`src/rtl/edge_scan_scheduler.sv`:
```
// rtl/edge_scan_scheduler.sv - round-robin tick-paced dual-edge scanner with valid/ready event port
// Optional macro EDGE_SCAN_SYNC_EN: adds a two-flop synchronizer on every i_lvl bit.
module edge_scan_scheduler #(
    parameter int N_CH     = 4,
    parameter int TICK_DIV = 16
) (
    input  logic                    i_clk,
    input  logic                    i_rst_n,
    input  logic [N_CH-1:0]         i_lvl,
    output logic                    o_slot_tick,
    output logic [$clog2(N_CH)-1:0] o_sel,
    output logic                    o_edge_vld,
    input  logic                    i_edge_rdy,
    output logic [$clog2(N_CH)-1:0] o_edge_ch,
    output logic                    o_edge_rise,
    output logic [N_CH-1:0]         o_lvl_q,
    output logic                    o_overrun
);

    localparam int SW = $clog2(N_CH);
    localparam int CW = $clog2(TICK_DIV);
    localparam logic [SW-1:0] SEL_LAST = SW'(N_CH - 1);
    localparam logic [CW-1:0] CNT_LAST = CW'(TICK_DIV - 1);

    localparam logic [1:0] ST_INIT   = 2'd0;
    localparam logic [1:0] ST_WAIT   = 2'd1;
    localparam logic [1:0] ST_REPORT = 2'd2;

    logic [CW-1:0]   cnt_q;
    logic            tick;
    logic [N_CH-1:0] s;

    logic [1:0]      state_q, state_d;
    logic [SW-1:0]   sel_q, sel_d;
    logic [SW-1:0]   sel_inc;
    logic [N_CH-1:0] lvl_q, lvl_d;
    logic [SW-1:0]   edge_ch_q, edge_ch_d;
    logic            edge_rise_q, edge_rise_d;
    logic            overrun_q, overrun_d;

`ifdef EDGE_SCAN_SYNC_EN
    logic [N_CH-1:0] sync1_q, sync2_q;

    // Two-flop synchronizer for asynchronous switch/button inputs.
    always_ff @(posedge i_clk or negedge i_rst_n) begin
        if (!i_rst_n) begin
            sync1_q <= '0;
            sync2_q <= '0;
        end else begin
            sync1_q <= i_lvl;
            sync2_q <= sync1_q;
        end
    end

    assign s = sync2_q;
`else
    assign s = i_lvl;
`endif

    // Free-running slot prescaler; wraps at TICK_DIV-1 regardless of FSM state.
    always_ff @(posedge i_clk or negedge i_rst_n) begin
        if (!i_rst_n) begin
            cnt_q <= '0;
        end else if (cnt_q == CNT_LAST) begin
            cnt_q <= '0;
        end else begin
            cnt_q <= cnt_q + CW'(1);
        end
    end

    assign tick    = (cnt_q == CNT_LAST);
    assign sel_inc = (sel_q == SEL_LAST) ? '0 : sel_q + SW'(1);

    // Scan FSM: INIT captures every channel once, WAIT compares, REPORT holds the event.
    always_comb begin
        state_d     = state_q;
        sel_d       = sel_q;
        lvl_d       = lvl_q;
        edge_ch_d   = edge_ch_q;
        edge_rise_d = edge_rise_q;
        overrun_d   = overrun_q;
        case (state_q)
            ST_INIT: begin
                if (tick) begin
                    lvl_d[sel_q] = s[sel_q];
                    sel_d        = sel_inc;
                    if (sel_q == SEL_LAST) begin
                        state_d = ST_WAIT;
                    end
                end
            end
            ST_WAIT: begin
                if (tick) begin
                    if (s[sel_q] != lvl_q[sel_q]) begin
                        lvl_d[sel_q] = s[sel_q];
                        edge_ch_d    = sel_q;
                        edge_rise_d  = s[sel_q];
                        state_d      = ST_REPORT;
                    end else begin
                        sel_d = sel_inc;
                    end
                end
            end
            ST_REPORT: begin
                // A tick here cannot be serviced; flag it even if the handshake completes now.
                if (tick) begin
                    overrun_d = 1'b1;
                end
                if (i_edge_rdy) begin
                    sel_d   = sel_inc;
                    state_d = ST_WAIT;
                end
            end
            default: begin
                state_d = ST_INIT;
                sel_d   = '0;
            end
        endcase
    end

    // State and payload registers; reset discards any pending event and restarts INIT.
    always_ff @(posedge i_clk or negedge i_rst_n) begin
        if (!i_rst_n) begin
            state_q     <= ST_INIT;
            sel_q       <= '0;
            lvl_q       <= '0;
            edge_ch_q   <= '0;
            edge_rise_q <= 1'b0;
            overrun_q   <= 1'b0;
        end else begin
            state_q     <= state_d;
            sel_q       <= sel_d;
            lvl_q       <= lvl_d;
            edge_ch_q   <= edge_ch_d;
            edge_rise_q <= edge_rise_d;
            overrun_q   <= overrun_d;
        end
    end

    assign o_slot_tick = tick;
    assign o_sel       = sel_q;
    assign o_edge_vld  = (state_q == ST_REPORT);
    assign o_edge_ch   = edge_ch_q;
    assign o_edge_rise = edge_rise_q;
    assign o_lvl_q     = lvl_q;
    assign o_overrun   = overrun_q;

endmodule

```
`config.mk`:
```
export PLATFORM = sky130hd
export DESIGN_NAME = edge_scan_scheduler
export DESIGN_NICKNAME = d
export VERILOG_FILES = /design/src/rtl/edge_scan_scheduler.sv
export SDC_FILE = /design/constraint.sdc
export NUM_CORES = 1
export LEC_CHECK = 0
export BUFFER_PORTS_ARGS = -buffer_cell sky130_fd_sc_hd__buf_2
export CAP_MARGIN = 20
export CELL_PAD_IN_SITES_DETAIL_PLACEMENT = 2
export CELL_PAD_IN_SITES_GLOBAL_PLACEMENT = 2
export CORE_MARGIN = 2
export CORE_UTILIZATION = 30
export CTS_BUF_LIST = sky130_fd_sc_hd__clkbuf_16
export DETAILED_ROUTE_END_ITERATION = 16
export MAX_ROUTING_LAYER = met4
export PLACE_DENSITY = 0.81
export SLEW_MARGIN = 15
export SYNTH_ARGS = -nofsm -noshare
export SYNTH_HDL_FRONTEND = slang
export SYNTH_SLANG_ARGS = --single-unit
```
`constraint.sdc`:
```
create_clock -name i_clk -period 2.5 [get_ports i_clk]
set_input_delay 0.5 -clock i_clk [delete_from_list [all_inputs] [get_ports i_clk]]
set_output_delay 0.5 -clock i_clk [all_outputs]
set_load 0.03 [all_outputs]
```
* After elaboration in Yosys (flattened, before gate mapping)
Cells that the tools add are included.
** Storage, ports and cells
- Bits in registers :: 16
- Input port bits :: 7
- Output and inout port bits :: 12
- Logic and storage cells :: 54
** Operators by class
- Add/subtract/negate cells :: 2
- $lt $le $gt $ge :: 2
- Eq/ne operators :: 11
- Muxes and demuxes :: 24
- Reduce and logical (&&, ||, !) cells :: 8
** Operators by type and width (number)
- $mux W2 :: 10
- $mux W4 :: 4
- $pmux W2 S3 :: 2
- $ne A2 B2 Y1 const B :: 5
- $pmux W4 S2 :: 1
- $reduce_and A4 Y1 :: 2
- $reduce_and A5 Y1 :: 1
- $add A4 B1 Y4 const B :: 1
- $bmux W1 S2 :: 2
- $bwmux W4 :: 1
- $eq A2 B2 Y1 const B :: 2
- $eq A4 B4 Y1 const B :: 1
- $lt A2 B3 Y1 const B :: 1
- $mux W1 :: 3
- $reduce_and A3 Y1 :: 1
- $add A2 B1 Y2 const B :: 1
- $demux W1 S2 :: 1
- $eq A2 B1 Y1 const B :: 1
- $ge A2 B1 Y1 const B :: 1
- $logic_not A2 Y1 :: 1
- $ne A2 B1 Y1 const B :: 1
- $reduce_and A2 Y1 :: 1
- $reduce_bool A2 Y1 :: 1
- $logic_and A1 B1 Y1 :: 1
- $ne A1 B1 Y1 :: 1

* Longest topological paths before layout
Gate-level depths: netlist of run 1.
- Depth after elaboration :: 8
- Mapped depth :: 6
- Gate-level depth less buffers :: 5

* Least setup slack after synthesis of run 1
No wires, ideal clock.
- Path kind :: reg2reg
- Start :: register sel_q[0], in the netlist o_sel[0]
- End :: register edge_ch_q[0], in the netlist o_edge_ch[0]
- Library setup time :: 125 ps
- Arrival time :: 1893 ps
- Data required time :: 2375 ps
- Setup slack :: 482 ps
- Cell stages (with the launch flop) :: 5
- Path buffers :: 0
- Clock period less this slack :: 2018 ps
- Path through :: dfrtp_1 mux4_2 xnor2_2 nand2b_4 mux2_4
** On the way
- Longest elaborated chain between the ends :: 4
- Elaborated cells on any way between the ends :: 6
- Classes of those cells :: 1 x eq/ne; 4 x mux; 1 x reduce/logical
** RTL lines
- start, declared :: line 34 : logic [SW-1:0] sel_q, sel_d;
- start signal, assigned :: line 132 : sel_q <= sel_d;
- $bmux W1 S2 :: line 94 : if (s[sel_q] != lvl_q[sel_q]) begin
- $mux W1 (not written as such) :: line 94
- $ne A1 B1 Y1 :: line 94
- $reduce_and A3 Y1 (no source line)
- end signal, assigned :: line 134 : edge_ch_q <= edge_ch_d;
- end, declared :: line 37 : logic [SW-1:0] edge_ch_q, edge_ch_d;
Several ways; a longest one is shown, not always the timed one. The select of a mux whose other input is x is not followed.
A chain may end at the register's enable or synchronous reset.

* Worst setup path in the final report of run 1
Ends and elaborated chain as after synthesis.

==> results.json, run 1 <==
{
  "setup_viol": 0,
  "pin_count": 19,
  "die_x_um": 57.9,
  "track_usage_pct": 16.9,
  "cts_setup_buffers": 0,
  "nets": 117,
  "critPathLaunchType": "flip-flop",
  "ys.warnings.count": 0,
  "drc_errors": 0,
  "power.share.combinational_pct": 40.7,
  "final_hold_viol_count": 0,
  "clk_pin_slew_ns": 0.05,
  "rsz0062_at_grt": "no",
  "end_kind": "flip-flop",
  "fillers": 313,
  "syn-num-nets": 95,
  "cp.required_ns": 2.63,
  "synth_cells": 83,
  "path_buf_inv": 0,
  "setup_tns_ns": 0,
  "synth.distinct_cells": 24,
  "start_util_pct": 31.6,
  "cap_violations": 0,
  "ant_nets": 0,
  "cts_max_level": 1,
  "p_clk_share_pct": 25.8,
  "first_pass_iters": 3,
  "rows": 19,
  "slowest_stage": "mux4_2",
  "synth_top_area_cell": "dfrtp_1",
  "synth_area_um2": 871,
  "status": "complete, no violations",
  "critPathTopFamily": "multiplexers",
  "fin_crit_sh_pct": 78.2,
  "grt_start_max_net_pins": 17,
  "finalMaxSlewViolations": 0,
  "cp.depth": 4,
  "relSlewSlack_pct": 66.1,
  "drt_iter0_markers": 9,
  "p_int_uw": 721,
  "fin_crit_ns": 1.96,
  "synthTopCellsByArea": "dfrtp_1 46%, o21ai_0 8.0%, ha_1 7.2%, mux4_2 5.2%, nand2_1 4.3%",
  "clock-skew-final_ns": 0.000744,
  "hold_path.class": "input port to async pin",
  "dp_hpwl_mm": 1.95,
  "ys.flop_type": "dfrtp_1",
  "synth_edf_count": 0,
  "io_buffers": 18,
  "worst_slew_pin_slew_ns": 0.504,
  "cts_buffers": 3,
  "arrival_ns": 2.08,
  "vias_per_cell": 5.31,
  "clk_latency_ns": 0.25,
  "grt-ovfl-total": 0,
  "reg2reg_depth": 4,
  "die_y_um": 57.9,
  "grt_pass1_wl_mm": 4.10,
  "synth_top_area_share_pct": 46.0,
  "antenna_cells": 0,
  "clock_path_buffers": 2,
  "ys_ff_latch": 16,
  "globalplace.congestion": 0.739,
  "cts-resized-gates": 0,
  "postSynth.asyncResetShare_pct": 100,
  "core_area_mm2": 0.00276,
  "critPathMaxStageDelay_ns": 0.62,
  "p_switching_uw": 492,
  "seq_area_frac_synth_pct": 46.0,
  "syn_to_final_growth_pct": 23.3,
  "vias": 717,
  "pwr-share-seq_pct": 33.5,
  "p_leak_uw": 0.000536,
  "cts_hold_buffers": 0,
  "synth.avg_cell_area_um2": 10.5,
  "power_density_mw_per_mm2": 1130,
  "fmax_mhz": 511,
  "critPathKind": "flip-flop to flip-flop",
  "clock-sinks": 16,
  "crit_chain": "mux4_2 > xnor2_2 > nand2b_4 > mux2_4",
  "synth.most_common_cell": "dfrtp_1",
  "switching_share_pct": 40.6,
  "drive_above_1_share_pct": 26.9,
  "grt_pass1_vias": 800,
  "synth_common_cells": "16 x dfrtp_1, 14 x o21ai_0, 10 x nand2_1, 6 x inv_1",
  "fin_hold_ws_ns": 0.167,
  "tritoncts": "yes",
  "ctsRootBufferMaster": "clkbuf_16",
  "grt_antenna_before_repair": 0,
  "ir_worst_vdd_v": 0.000532,
  "wl_per_cell_um": 18.1,
  "wl_mm": 2.44,
  "cp_max_fo": 8,
  "die_area_mm2": 0.00335
}
==> registers in the layout, summed over array words and instances, names as in the netlist <==
register	cells
cnt_q	4
o_lvl_q	4
o_edge_ch	2
o_sel	2
state_q	2
o_edge_rise	1
o_overrun	1
==> layout by cell type (no fill, tap or decap), drive strengths merged, types with 2 or more instances in the layout <==
cell / count
buf: 18
dfrtp: 16
o21ai: 14
nand2: 10
inv: 6
nor2: 5
ha: 5
a31oi: 4
mux2i: 3
clkbuf: 3
mux2: 3
nand3: 2
a21oi: 2
mux4: 2
nand2b: 2
==> power groups by stage <==
stage | sequential (uW) | combinational [uW] | clock [uW]
3_5_place_dp | 412 | 505 | 0
3_3_place_gp | 407 | 469 | 0
4_1_cts | 410 | 506 | 322
6_report | 406 | 494 | 313
2_1_floorplan | 486 | 260 | 0
5_1_grt | 420 | 541 | 335
==> worst register-to-register path, stage by stage, from the launching register on <==
cell	delay (ns)
dfrtp_1	0.51
mux4_2	0.62
xnor2_2	0.23
nand2b_4	0.18
mux2_4	0.30
==> through the flow <==
stage	power (uW)	util, %	area (um2)	worst slack (ns)	instances
floorplan	746	-	871	0.482	83
global placement	876	36.1	995	0.574	131
detailed placement	917	36.1	995	0.506	131
CTS	1240	38.9	1070	0.500	135
global route	1300	38.9	1070	0.408	135
finish	1210	38.9	1070	0.545	135
==> area by class of cell <==
type | count | area [um2] | share of cell area, %
multi-input cells | 60 | 443 | 41.3
flip-flops and latches | 16 | 400 | 37.3
repair buffers | 18 | 90.1 | 8.39
clock buffers | 3 | 75.1 | 6.99
well taps | 31 | 38.8 | 3.61
inverters | 6 | 22.5 | 2.10
clock inverters | 1 | 3.75 | 0.350
==> final timing paths <==
path                                end      start  slack, ns
hold reg to reg               o_overrun  o_overrun       0.46
setup reg to reg           o_edge_ch[0]   o_sel[0]       0.54
setup / recovery           o_edge_ch[0]   o_sel[0]       0.54
max in group asynchronous     o_overrun    i_rst_n       2.06
min in group i_clk            o_overrun  o_overrun       0.46
hold / removal                 cnt_q[1]    i_rst_n       0.17
==> kinds of logic after synthesis <==
family | synth area share (%)
and+or+nand+nor | 11.1
DFF | 46.0
buffers and inverters | 3.16
AOI/OAI and AO/OA | 16.4
adders and majority gates | 7.18
xor gates and xnor gates | 2.87
muxes | 13.4
==> layer usage <==
metal | up-vias | global-route usage [%] | share of wire (%)
li1 | 337 | - | -
met1 | 362 | 21.1 | 43
met2 | 16 | 28.4 | 53
met3 | 2 | 2.68 | 3.7
met4 | 0 | 4.98 | 0.70
met5 | - | - | 0
No activity file was read; power rests on OpenSTA's default activity.
==> run 2: changes to the inputs <==
--- a/config.mk
+++ b/config.mk
@@ -10,11 +10,11 @@
 export CELL_PAD_IN_SITES_DETAIL_PLACEMENT = 2
 export CELL_PAD_IN_SITES_GLOBAL_PLACEMENT = 2
 export CORE_MARGIN = 2
-export CORE_UTILIZATION = 30
+export CORE_UTILIZATION = 29
 export CTS_BUF_LIST = sky130_fd_sc_hd__clkbuf_16
 export DETAILED_ROUTE_END_ITERATION = 16
 export MAX_ROUTING_LAYER = met4
-export PLACE_DENSITY = 0.81
+export PLACE_DENSITY = 0.82
 export SLEW_MARGIN = 15
 export SYNTH_ARGS = -nofsm -noshare
 export SYNTH_HDL_FRONTEND = slang
==> constraint.sdc (replaced) <==
create_clock -name i_clk -period 1.7 [get_ports i_clk]
set_input_delay 0.34 -clock i_clk [delete_from_list [all_inputs] [get_ports i_clk]]
set_output_delay 0.34 -clock i_clk [all_outputs]
set_load 0.03 [all_outputs]
==> results.json, run 2 (same netlist as run 1, synthesis figures left out) <==
{
  "status": "finished with violations",
  "violations": "DRC, setup timing",
  "clock_path_buffers": 2,
  "grt-ovfl-total": 0,
  "rsz0062_at_grt": "yes",
  "io_buffers": 18,
  "start_util_pct": 31.0,
  "die_area_mm2": 0.00346,
  "rows": 19,
  "layout_setup_ws_ns": -0.0920,
  "ant_nets": 0,
  "place_ws_ns": -0.141,
  "cap_violations": 0,
  "finalMaxSlewViolations": 0,
  "core_area_mm2": 0.00281,
  "layout_common_cells": "17 x buf_2, 15 x dfrtp_1, 13 x buf_4",
  "setup_viol": 4,
  "clock-skew-final_ns": 0.00323,
  "critPathKind": "flip-flop to flip-flop",
  "fmax_mhz": 558,
  "vias": 801,
  "wl_mm": 2.74,
  "grt_antenna_before_repair": 0,
  "power_density_mw_per_mm2": 1710,
  "arrival_ns": 1.92,
  "grt_pass1_wl_mm": 4.33,
  "cp_max_fo": 4,
  "p_int_uw": 1230,
  "first_pass_iters": 10,
  "cts_max_level": 1,
  "p_clk_share_pct": 23.0,
  "nets": 129,
  "die_y_um": 58.8,
  "track_usage_pct": 17.9,
  "power.share.combinational_pct": 49.5,
  "cp.required_ns": 1.83,
  "clk_pin_slew_ns": 0.05,
  "pwr-share-seq_pct": 27.5,
  "pin_count": 19,
  "drive_above_1_share_pct": 41.4,
  "placed_cells": 141,
  "ctsRootBufferMaster": "clkbuf_16",
  "cts_buffers": 3,
  "drc_errors": 1,
  "fin_crit_ns": 1.79,
  "relSlewSlack_pct": 74.9,
  "syn_to_final_growth_pct": 39.5,
  "final_cells": 147,
  "tritoncts": "yes",
  "ir_worst_vdd_v": 0.000705,
  "post-route-cell-area_mm2": 0.00121,
  "clk_latency_ns": 0.25,
  "grt_start_max_net_pins": 17,
  "switching_share_pct": 40.8,
  "critPathLaunchType": "flip-flop",
  "wl_per_cell_um": 18.6,
  "mostFrequentLayoutCell": "buf_2",
  "end_kind": "flip-flop",
  "placed_area_mm2": 0.00107,
  "fin_crit_sh_pct": 105,
  "clock-sinks": 16,
  "grt_pass1_vias": 886,
  "final_hold_viol_count": 0,
  "hold_path.class": "input port to async pin",
  "globalplace.congestion": 0.809,
  "fillers": 316,
  "dp_hpwl_mm": 2.09,
  "antenna_cells": 0,
  "p_leak_uw": 0.000595,
  "p_switching_uw": 847,
  "vias_per_cell": 5.45,
  "worst_slew_pin_slew_ns": 0.377,
  "die_x_um": 58.8,
  "drt_iter0_markers": 22
}
==> run 2: area by class of cell <==
cell class / instances / area [um2] / area share (%)
multi-input combinational: 60 / 490 / 40.4
sequential: 16 / 402 / 33.1
inverter: 6 / 22.5 / 1.85
clock inverter: 1 / 3.75 / 0.309
tap: 31 / 38.8 / 3.19
clock buffer: 3 / 75.1 / 6.18
timing repair buffer: 30 / 183 / 15.0
==> run 2: what timing repair did <==
item                       in CTS  in global routing
hold endpoints to repair        0                  0
gates resized for setup         8                  6
gates cloned                    0                  0
hold buffers                    0                  0
setup buffers                   2                  0
setup endpoints to repair       9                 10
pin swaps                       1                  2
==> run 2: worst max-delay path, stage by stage, from the launching register on <==
cell      delay, ns
dfrtp_2        0.42
mux4_2         0.57
xnor2_2        0.20
nand2b_4       0.18
mux2_4         0.31
==> run 2: through the flow <==
stage,power [uW],hold slack (ns),setup TNS (ns),util (%)
2_1_floorplan,1100,0.0444,-0.541,-
3_3_place_gp,1440,0.273,-0.167,38.2
3_5_place_dp,1500,0.280,-0.522,38.2
4_1_cts,2070,0.0136,-0.380,42.6
5_1_grt,2180,0.0379,-0.590,43.3
6_report,2080,0.00222,-0.284,43.3
==> run 2: routing by layer <==
metal | share of wire (%) | track usage [%]
met1 | 42 | 20.9
met2 | 54 | 31.4
met3 | 3.0 | 1.98
met4 | 1.5 | 6.82
met5 | 0 | -
==> run 2: power groups by stage <==
stage / clock (uW) / sequential [uW] / combinational (uW)
4_1_cts: 476 / 568 / 1020
6_report: 477 / 571 / 1030
3_5_place_dp: 0 / 576 / 928
5_1_grt: 499 / 583 / 1100
3_3_place_gp: 0 / 564 / 876
2_1_floorplan: 0 / 718 / 383
==> run 2: path summary, 6_finish.rpt <==
path	start	slack, ns	endpoint	cells past startpoint
setup / recovery	o_sel[0]	-0.09	o_edge_ch[1]	4
hold / removal	i_rst_n	0.002	o_edge_ch[0]	1
setup reg to reg	o_sel[0]	-0.09	o_edge_ch[1]	4
hold reg to reg	o_overrun	0.45	o_overrun	1
max in group asynchronous	i_rst_n	1.41	o_sel[0]	1
min in group i_clk	i_edge_rdy	0.33	state_q[1]	2
==> run 3: changes to the inputs <==
==> constraint.sdc (replaced) <==
create_clock -name i_clk -period 1.47 [get_ports i_clk]
set_input_delay 0.147 -clock i_clk [delete_from_list [all_inputs] [get_ports i_clk]]
set_output_delay 0.147 -clock i_clk [all_outputs]
set_load 0.03 [all_outputs]
==> results.json, run 3 (same netlist as run 1, synthesis figures left out) <==
{
  "critPathKind": "flip-flop to flip-flop",
  "die_x_um": 58.8,
  "wl_mm": 3.48,
  "clk_latency_ns": 0.25,
  "p_switching_uw": 1130,
  "final_cells": 161,
  "pin_count": 19,
  "setup_viol": 11,
  "cp.required_ns": 1.60,
  "met3_length_um": 70,
  "p_clk_share_pct": 19.8,
  "start_util_pct": 31.0,
  "drc_errors": 0,
  "cts_buffers": 3,
  "drive_above_1_share_pct": 56.2,
  "fmax_mhz": 552,
  "place_ws_ns": -0.317,
  "fin_crit_ns": 1.81,
  "ctsRootBufferMaster": "clkbuf_16",
  "dp_hpwl_mm": 2.02,
  "cap_violations": 0,
  "hold_path.class": "input port to flip-flop",
  "route.met2.wl_mm": 1.92,
  "first_pass_iters": 3,
  "ir_worst_vdd_v": 0.000759,
  "drt_iter0_markers": 8,
  "nets": 143,
  "globalplace.congestion": 0.859,
  "die_y_um": 58.8,
  "final_hold_viol_count": 0,
  "clock_path_buffers": 2,
  "power.share.combinational_pct": 55.5,
  "placed_cells": 146,
  "routed.top_layer": "met4",
  "die_area_mm2": 0.00346,
  "clk_pin_slew_ns": 0.05,
  "antenna_cells": 0,
  "status": "finished with violations",
  "p_leak_uw": 0.000669,
  "power_density_mw_per_mm2": 1970,
  "vias": 845,
  "io_buffers": 18,
  "relSlewSlack_pct": 69.2,
  "cts_max_level": 1,
  "syn_to_final_growth_pct": 60.1,
  "critPathLaunchType": "flip-flop",
  "switching_share_pct": 41.2,
  "layout_setup_ws_ns": -0.343,
  "grt_antenna_before_repair": 0,
  "tritoncts": "yes",
  "end_kind": "flip-flop",
  "fin_crit_sh_pct": 123,
  "rsz0062_at_grt": "yes",
  "ant_nets": 0,
  "grt_pass1_vias": 956,
  "grt_pass1_wl_mm": 5.28,
  "pwr-share-seq_pct": 24.7,
  "grt_start_max_net_pins": 17,
  "finalMaxSlewViolations": 0,
  "track_usage_pct": 22.4,
  "violations": "setup timing",
  "worst_slew_pin_slew_ns": 0.461,
  "wl_met1_mm": 1.45,
  "vias_per_cell": 5.25,
  "layout_common_cells": "20 x buf_4, 16 x buf_2, 13 x dfrtp_1",
  "cp_max_fo": 3,
  "rows": 19,
  "clock-skew-final_ns": 0.00507,
  "arrival_ns": 1.94,
  "grt-ovfl-total": 0,
  "p_int_uw": 1620,
  "r2r_slack_ns": -0.34,
  "wl_per_cell_um": 21.6,
  "clock-sinks": 16,
  "core_area_mm2": 0.00281,
  "mostFrequentLayoutCell": "buf_4"
}
run 3: cell types whose count changed in the layout (fill, tap and decap cells not counted), sizes merged:
cell and change:
clkbuf +1, dlygate4sd3 +1, buf +12
run 3: metrics by stage:
stage / area, um2 / power [uW] / setup TNS, ns / hold slack (ns) / utilization (%)
after global routing: 1390 / 2900 / -3.60 / 0.152 / 49.7
after floorplan: 878 / 1300 / -1.92 / -0.149 / -
after CTS: 1310 / 2520 / -1.99 / 0.132 / 46.6
after detailed placement: 1110 / 1760 / -1.89 / 0.0871 / 39.7
final: 1390 / 2750 / -2.77 / 0.160 / 49.7
after global placement: 1110 / 1710 / -1.06 / 0.0798 / 39.7
run 3: final timing paths:
path	startpoint	endpoint	depth (start not counted)
worst max-delay path	o_sel[0]	o_edge_ch[1]	4
worst max register to register	o_sel[0]	o_edge_ch[1]	4
max in group asynchronous	i_rst_n	o_sel[1]	2
min in group asynchronous	i_rst_n	cnt_q[1]	2
worst min register to register	o_overrun	o_overrun	1
worst min-delay path	i_edge_rdy	state_q[1]	2
run 3: critical path, cell delays in order (launching register included):
cell,delay (ns)
dfrtp_2,0.40
mux4_2,0.56
xnor2_2,0.22
nand2b_4,0.19
mux2_4,0.31
run 3: layer usage:
metal	vias up	global-route usage [%]
li1	395	-
met1	428	25.1
met2	17	41.3
met3	5	2.64
met4	0	6.82
met5	-	-
run 3: cell type report:
| cell class | instances | area, um2 |
|---|---|---|
| sequential | 16 | 404 |
| inverter | 6 | 25.0 |
| clock buffer | 3 | 75.1 |
| clock inverter | 1 | 3.75 |
| fill | 292 | 1410 |
| timing repair buffer | 44 | 315 |
| tap | 31 | 38.8 |
| multi-input combinational | 60 | 532 |
run 3: power groups by stage:
stage               Clock (uW)  Sequential [uW]  Combinational, uW
global placement             0              642               1070
global route               581              693               1630
CTS                        551              660               1310
finish                     545              677               1520
detailed placement           0              656               1110
floorplan                    0              835                464
run 3: timing repair:
action / CTS / global route
pin swaps: 5 / 7
buffers inserted: 5 / 6
gates resized for setup: 17 / 17
hold endpoints to repair: 16 / 0
hold buffers: 1 / 0
setup endpoints to repair: 12 / 13
